[src/rtl/mux4_arb_pkg.sv]
// Shared definitions for the 4-way round-robin capture arbiter.
// Used by mux4_rr_arbiter and mux4_sel_path.
package mux4_arb_pkg;

   localparam int unsigned NREQ = 4;

   typedef enum logic {
      StIdle,
      StHold
   } state_e;

   // Map a requester index to its one-hot grant vector.
   function automatic logic [NREQ-1:0] idx_to_onehot(input logic [1:0] idx);
      return 4'b0001 << idx;
   endfunction

endpackage

[src/rtl/mux4_sel_path.sv]
// Combinational 4:1 data selector, steered by the winner index.
module mux4_sel_path #(
   parameter int unsigned DW = 4
) (
   input  logic [1:0]    i_sel,
   input  logic [DW-1:0] i_a,
   input  logic [DW-1:0] i_b,
   input  logic [DW-1:0] i_c,
   input  logic [DW-1:0] i_d,
   output logic [DW-1:0] o_data
);

   // Pick the data word of the selected requester.
   always_comb begin
      o_data = i_a;
      unique case (i_sel)
         2'd0:    o_data = i_a;
         2'd1:    o_data = i_b;
         2'd2:    o_data = i_c;
         default: o_data = i_d;
      endcase
   end

endmodule

[src/rtl/mux4_rr_arbiter.sv]
// 4-requester round-robin arbiter capturing the winner's data into a
// single-entry valid/ready output register, one beat per cycle.
// Optional feature: define MUX4_RR_ARBITER_LOCK_EN to add the 'lock' input,
// which lets the last winner keep the grant while it keeps requesting.
module mux4_rr_arbiter
   import mux4_arb_pkg::*;
#(
   parameter int unsigned DW = 4
) (
   input  logic            clk,
   input  logic            rst_n,
   input  logic [3:0]      req,
   input  logic [DW-1:0]   in_a,
   input  logic [DW-1:0]   in_b,
   input  logic [DW-1:0]   in_c,
   input  logic [DW-1:0]   in_d,
`ifdef MUX4_RR_ARBITER_LOCK_EN
   input  logic [3:0]      lock,
`endif
   output logic [3:0]      gnt,
   output logic            out_valid,
   input  logic            out_ready,
   output logic [DW-1:0]   out_data,
   output logic [1:0]      out_sel
);

   state_e          r_state;
   state_e          w_state_nxt;
   logic [1:0]      r_last;
   logic [1:0]      r_sel;
   logic [DW-1:0]   r_data;
   logic [3:0]      r_gnt;
   logic            w_load;
   logic [1:0]      w_rr_winner;
   logic [1:0]      w_winner;
   logic [DW-1:0]   w_sel_data;

   assign w_load = (|req) && ((r_state == StIdle) || out_ready);

   // Rotating priority search: offset 1 is highest, offset 0 (last) lowest.
   always_comb begin
      w_rr_winner = r_last;
      for (int k = 3; k >= 1; k--) begin
         if (req[r_last + 2'(k)]) begin
            w_rr_winner = r_last + 2'(k);
         end
      end
   end

`ifdef MUX4_RR_ARBITER_LOCK_EN
   logic r_locked;

   // A locked last winner that still requests overrides the rotation.
   always_comb begin
      w_winner = w_rr_winner;
      if (r_locked && req[r_last]) begin
         w_winner = r_last;
      end
   end

   // Lock flag follows lock[winner] at each load; drops once the holder lets go.
   always_ff @(posedge clk or negedge rst_n) begin
      if (!rst_n) begin
         r_locked <= 1'b0;
      end else if (w_load) begin
         r_locked <= lock[w_winner];
      end else if (!req[r_last]) begin
         r_locked <= 1'b0;
      end
   end
`else
   // Pure round-robin.
   always_comb begin
      w_winner = w_rr_winner;
   end
`endif

   mux4_sel_path #(
      .DW (DW)
   ) u_sel_path (
      .i_sel  (w_winner),
      .i_a    (in_a),
      .i_b    (in_b),
      .i_c    (in_c),
      .i_d    (in_d),
      .o_data (w_sel_data)
   );

   // FSM state register.
   always_ff @(posedge clk or negedge rst_n) begin
      if (!rst_n) begin
         r_state <= StIdle;
      end else begin
         r_state <= w_state_nxt;
      end
   end

   // FSM next state: a load always lands in HOLD; a consumed beat with no load idles.
   always_comb begin
      w_state_nxt = r_state;
      if (w_load) begin
         w_state_nxt = StHold;
      end else if ((r_state == StHold) && out_ready) begin
         w_state_nxt = StIdle;
      end
   end

   // Capture the winner's beat and pulse its grant for one cycle.
   always_ff @(posedge clk or negedge rst_n) begin
      if (!rst_n) begin
         r_data <= '0;
         r_sel  <= 2'd0;
         r_last <= 2'd3;
         r_gnt  <= 4'b0000;
      end else begin
         r_gnt <= 4'b0000;
         if (w_load) begin
            r_data <= w_sel_data;
            r_sel  <= w_winner;
            r_last <= w_winner;
            r_gnt  <= idx_to_onehot(w_winner);
         end
      end
   end

   assign gnt       = r_gnt;
   assign out_valid = (r_state == StHold);
   assign out_data  = r_data;
   assign out_sel   = r_sel;

endmodule

[config.mk]
export PLATFORM = sky130hd
export DESIGN_NAME = mux4_rr_arbiter
export DESIGN_NICKNAME = d
export VERILOG_FILES = /design/src/rtl/mux4_arb_pkg.sv /design/src/rtl/mux4_sel_path.sv /design/src/rtl/mux4_rr_arbiter.sv
export SDC_FILE = /design/constraint.sdc
export NUM_CORES = 1
export LEC_CHECK = 0
export CAP_MARGIN = 20
export CELL_PAD_IN_SITES_DETAIL_PLACEMENT = 1
export CELL_PAD_IN_SITES_GLOBAL_PLACEMENT = 2
export CORE_UTILIZATION = 24
export CTS_CLUSTER_DIAMETER = 40
export DETAILED_ROUTE_END_ITERATION = 10
export PLACE_DENSITY = 0.93
export SYNTH_ARGS = -nofsm -noshare
export SYNTH_HDL_FRONTEND = slang
export SYNTH_HIERARCHICAL = 1
export SYNTH_SLANG_ARGS = --single-unit
[constraint.sdc]
create_clock -name clk -period 5.4 [get_ports clk]
set_clock_uncertainty 0.1 [all_clocks]
set_input_delay 1.62 -clock clk [delete_from_list [all_inputs] [get_ports clk]]
set_output_delay 1.62 -clock clk [all_outputs]
set_load 0.02 [all_outputs]
==> out/metrics.cfg, run 1 <==
[status]
status=finished, final reports clean

[floorplan]
coreArea_mm2=0.00254
dieWidth_um=54.7
ioPinCount=34
core.rowCount=18
dieArea_mm2=0.00299
initial_core_util=0.262
die_h_um=54.7

[sta]
finalSetupViolCount=0
min_period_ns=3.58
slew_headroom=0.631
slew_viol_final=0
worst_pin_slew_ns=0.551
final_hold_viol_count=0
rsz0062_at_grt=false
setup_tns_ns=0
layout_setup_ws_ns=1.82
min_period_over_period=0.664
fmax_mhz=279

[layout]
areaGrowthSynthToFinish_pct=59.5
drive_above_1_share=0.129
finalNetCount=117
num_antenna_cells=0
seqCellArea_um2=328
n_fill_cell=287
multi_input_area_um2=319

[clock_network]
cts_resized=0
cts-buffers-inserted=3
htree_levels=1
clkLatencyLatePin_ns=0.26
cts_sinks=13
cts_tree=done
clk_pin_slew_worst_paths_ns=0.07
postCtsHoldBufs=0
clk_path_buf_depth=2
cts_setup_buffers=0
cts-root-buf=clkbuf_4

[drt]
wirelength_mm=1.54
drt_first_pass_iters=1
drt_iter0_markers=0
routed_via_density=4.57
wl_per_cell_um=12.5
ant_nets=0
vias=562
post-route-drc-count=0

[setup_path]
path_cells=clkdlybuf4s50_1 > nand2b_1 > and3_1 > nor3_2 > inv_2 > mux4_1 > mux2_1
worstSetupStartpoint=req[2]
cp.arrival_ns=3.63
crit_end=out_data[2]
critPathMaxStageDelay_ns=0.51
crit_cells=7
crit_family=multiplexers
crit_fanout=6
crit_type=in2reg
start_kind=primary input
rr_endpoint=out_data[2]
cp.required_ns=5.44
cp.buffers_inverters=2
r2r_setup_slack_ns=3.10
endpoint_kind=flip-flop
r2r_cells=6
critical_path.slowest_cell=clkdlybuf4s50_1
reg2reg_from=r_last[0]

[synth]
synth_edf_count=0
syn_inst=56
synth_top_flop_cell=dfrtp_1
synth_seq_cells=13
ys_types=22
async_flop_share=1.00
synthesis.area_um2=667
ys_warn_count=6
syn_area_per_cell_um2=11.9
synth_nets=79
yosysSeqAreaShare=0.492

[pwr]
p_per_area_mw_per_mm2=358
sw_frac_of_total=0.334
power_frac_clock=0.148
p_sw_uw=127
peakVddDrop_mv=0.158
pwr-share-comb=0.465
p_leak_nw=0.451
cell_internal_pwr_uw=253
power_frac_seq=0.387

[placement]
dp_hpwl_mm=1.30
io_buffer_count=33
gp_congestion=0.728
place_ws_ns=1.53

[min_path]
min_path_type=reg2reg

[global_routing]
antenna_found_initial=0
grt_pass1_wl_mm=2.57
grt_pass1_vias=616
grt_usage=0.124
busiest_layer=met2
grtUsageMet1=0.126
met3_usage=0.0583
grt_overflow=0
grtUsageMet2=0.217
grt_max_degree=14

[job]
max_cap_viol_count=0

==> metal layers <==
metal	up-vias	routed length, um
met5	-	0
met4	0	12
met3	2	164
met2	27	745
met1	257	613
li1	276	-
==> power groups by stage <==
stage               clock network [mW]  registers (mW)  logic [mW]
floorplan                            0           0.175      0.0686
global placement                     0           0.147       0.176
detailed placement                   0           0.149       0.178
CTS                             0.0595           0.148       0.179
global route                    0.0646           0.151       0.192
finish                          0.0564           0.147       0.177
==> state kept, by name (all words and copies together) (netlist names) <==
name / flops
gnt: 4
out_data: 4
out_sel: 2
out_valid: 1
r_last: 2
==> cell families (layout without fill, tap and decap cells) <==
logic type	Yosys count	after routing	share of synthesized area
buffers and inverters	5	42	0.0300
and+or+nand+nor	20	20	0.160
muxes	8	8	0.225
DFF	13	13	0.492
AOI/OAI and AO/OA	10	10	0.0938
==> Yosys cell counts (2+ instances only) <==
cell type  count  area, um^2
dfrtp_1       11         275
dfstp_2        2        52.6
o21a_1         2        15.0
inv_2          2        7.51
nand2b_1       3        18.8
mux2_1         3        33.8
inv_1          2        7.51
mux4_1         4         105
nor2_1         8        30.0
nand2_1        3        11.3
a21oi_1        4        20.0
o21ai_0        2        10.0
==> through the flow <==
| step | power (mW) | std cells | cell area [um^2] | utilization | hold slack, ns |
|---|---|---|---|---|---|
| 2_1_floorplan | 0.244 | 56 | 667 | - | 0.421 |
| 3_3_place_gp | 0.323 | 119 | 1040 | 0.408 | 0.370 |
| 3_5_place_dp | 0.327 | 119 | 1040 | 0.408 | 0.378 |
| 4_1_cts | 0.386 | 123 | 1060 | 0.418 | 0.397 |
| 5_1_grt | 0.408 | 123 | 1060 | 0.418 | 0.423 |
| 6_report | 0.380 | 123 | 1060 | 0.418 | 0.394 |
==> layout make-up <==
type,count,area share
repair buffers,34,0.318
flip-flops and latches,13,0.308
multi-input cells,38,0.300
clock buffers,4,0.0247
well taps,30,0.0353
inverters,4,0.0141
==> worst register-to-register path, delay by kind of cell (launching register included) <==
family | cells | cell delay (ns)
buffers and inverters | 1 | 0.14
AND/OR/NAND/NOR | 3 | 0.54
flip-flops | 1 | 0.60
multiplexers | 2 | 0.78
==> layout by cell type, fill, tap and decap left out <==
cell and instances:
inv_1 2, or2_1 1, nor2_1 8, nor3_2 1, o21ai_0 2, clkbuf_1 1
mux2_1 3, and3_1 1, nor2b_1 1, or3b_4 1, nand2b_1 3, inv_2 2
nand2_1 3, mux2_2 1, a32o_2 1, buf_4 1, a21oi_1 4, mux4_1 4
dfstp_2 2, clkbuf_4 3, o21a_1 2, nor4_1 1, o22ai_1 1, dfrtp_1 11
clkdlybuf4s50_1 33
==> worst min-delay path by stage <==
stage / from / end / slack, ns / cells past startpoint
2_1_floorplan: r_last[0] / r_last[0] / 0.42 / 2
3_3_place_gp: out_data[2] / out_data[2] / 0.37 / 1
3_5_place_dp: out_data[3] / out_data[3] / 0.38 / 1
4_1_cts: out_data[3] / out_data[3] / 0.40 / 1
5_1_grt: out_data[2] / out_data[2] / 0.42 / 1
6_report: out_data[3] / out_data[3] / 0.39 / 1
Power figures use the tool's default switching activity.
==> run 2: changes to the inputs <==
--- a/config.mk
+++ b/config.mk
@@ -8,10 +8,10 @@
 export CAP_MARGIN = 20
 export CELL_PAD_IN_SITES_DETAIL_PLACEMENT = 1
 export CELL_PAD_IN_SITES_GLOBAL_PLACEMENT = 2
-export CORE_UTILIZATION = 24
+export CORE_UTILIZATION = 22
 export CTS_CLUSTER_DIAMETER = 40
 export DETAILED_ROUTE_END_ITERATION = 10
-export PLACE_DENSITY = 0.93
+export PLACE_DENSITY = 0.87
 export SYNTH_ARGS = -nofsm -noshare
 export SYNTH_HDL_FRONTEND = slang
 export SYNTH_HIERARCHICAL = 1
==> constraint.sdc (replaced) <==
create_clock -name clk -period 3.6 [get_ports clk]
set_clock_uncertainty 0.1 [all_clocks]
set_input_delay 1.08 -clock clk [delete_from_list [all_inputs] [get_ports clk]]
set_output_delay 1.08 -clock clk [all_outputs]
set_load 0.02 [all_outputs]
==> out/metrics.cfg, run 2 (same netlist as run 1, synthesis figures left out) <==
[layout]
mostFrequentLayoutCells=clkdlybuf4s50_1 (33), dfrtp_1 (11), nor2_1 (8), a21oi_1 (4), mux4_1 (4)
areaGrowthSynthToFinish_pct=59.7
drive_above_1_share=0.129  ; unchanged
n_fill_cell=318  ; +11%
layout_commonest_cell=clkdlybuf4s50_1
finalNetCount=117  ; unchanged
num_antenna_cells=0  ; unchanged
finalNonFillerCells=124  ; +0.81%
fin_area_mm2=0.00106  ; +0.12%
seqCellArea_um2=328  ; unchanged
multi_input_area_um2=319  ; unchanged

[floorplan]
initial_core_util=0.238  ; -0.0243
coreArea_mm2=0.00281  ; +10%
core.rowCount=19  ; +1
die_h_um=57.1  ; +4.3%
dieWidth_um=57.1  ; +4.3%
ioPinCount=34  ; unchanged
dieArea_mm2=0.00326  ; +8.7%

[clock_network]
cts_sinks=13  ; unchanged
cts_resized=0  ; unchanged
cts-root-buf=clkbuf_4
cts-buffers-inserted=3  ; unchanged
cts_tree=done
htree_levels=1  ; unchanged
clk_pin_slew_worst_paths_ns=0.07  ; about the same
cts_setup_buffers=0  ; unchanged
postCtsHoldBufs=0  ; unchanged
clk_path_buf_depth=2  ; unchanged
clkLatencyLatePin_ns=0.27  ; about the same

[sta]
worst_pin_slew_ns=0.583  ; +0.0315 ns
slew_viol_final=0  ; unchanged
finalSetupViolCount=0  ; unchanged
slew_headroom=0.610  ; -0.0211
fmax_mhz=334
min_period_ns=3.00
setup_tns_ns=0  ; unchanged
hold_ws_ns=0.391  ; -0.00288 ns
final_hold_viol_count=0  ; unchanged
rsz0062_at_grt=false
min_period_over_period=0.833

[pwr]
peakVddDrop_mv=0.237  ; +50%
p_leak_nw=0.451  ; unchanged
p_per_area_mw_per_mm2=536  ; +50%
p_total_uw=571  ; +50%

[job]
max_cap_viol_count=0  ; unchanged

[global_routing]
grt_pass1_vias=631  ; +2.4%
antenna_found_initial=0  ; unchanged
grt_max_degree=14  ; unchanged
grt_pass1_wl_mm=2.73  ; +6.5%
grt_usage=0.115  ; -0.00938
grt_overflow=0  ; unchanged

[drt]
wirelength_mm=1.58  ; +2.7%
routed-wl-met2_um=804  ; +7.9%
routed_via_density=4.65  ; +1.8%
drt_iter0_markers=6  ; +6
drt_first_pass_iters=8  ; +7
drt-met1-wl_um=603  ; -1.6%
wl_met3_um=158  ; -3.7%
post-route-drc-count=2  ; +2
vias=577  ; +2.7%
wl_per_cell_um=12.7  ; +1.9%
ant_nets=0  ; unchanged
top_layer=met4

[setup_path]
crit_type=in2reg
start_kind=primary input
cp.required_ns=3.65  ; -1.79 ns
crit_family=multiplexers
critPathMaxStageDelay_ns=0.50  ; about the same
cp.buffers_inverters=2  ; unchanged
crit_fanout=6  ; unchanged
path_cells=clkdlybuf4s50_1 > nand2b_1 > and3_1 > nor3_2 > inv_2 > mux4_1 > mux2_1
critical_path.slowest_cell=clkdlybuf4s50_1
endpoint_kind=flip-flop
cp.arrival_ns=3.05  ; -0.58 ns

[min_path]
min_path_type=reg2reg

[placement]
dp_cells=120  ; +0.84%
io_buffer_count=33  ; unchanged
place_area_mm2=0.00104  ; +0.12%
dp_hpwl_mm=1.33  ; +2.2%
gp_congestion=0.710  ; -2.5%

[status]
violations=design-rule violations
status=finished with violations

[run 2: area by class of cell]
type	count	share of cell area
repair buffers	34	0.317
flip-flops and latches	13	0.308
clock buffers	4	0.0247
multi-input cells	38	0.300
inverters	4	0.0141
well taps	31	0.0364
[run 2: final timing paths]
kind	from	endpoint	slack (ns)	cells past startpoint
worst max-delay path	req[2]	out_data[3]	0.60	7
worst min-delay path	out_sel[1]	out_sel[1]	0.39	1
worst max register to register	r_last[0]	out_data[3]	1.32	6
worst min register to register	out_sel[1]	out_sel[1]	0.39	1
max in group asynchronous	rst_n	gnt[3]	1.94	1
min in group asynchronous	rst_n	out_valid	1.07	1
[run 2: metal layers]
layer  vias up  global-route usage
met5         -                   0
met4         0              0.0523
met3         2              0.0612
met2        27               0.193
met1       269               0.117
li1        279                   -
[run 2: through the flow]
step,setup slack [ns],util
finish,0.602,0.380
global route,0.519,0.380
CTS,0.607,0.380
detailed placement,0.311,0.370
global placement,0.372,0.370
floorplan,0.965,-
[run 2: where the power goes]
part	internal, mW	switching, mW	total [mW]
Sequential	0.192	0.0266	0.219
Clock	0.0429	0.0455	0.0883
Combinational	0.145	0.119	0.264
Total	0.380	0.191	0.571
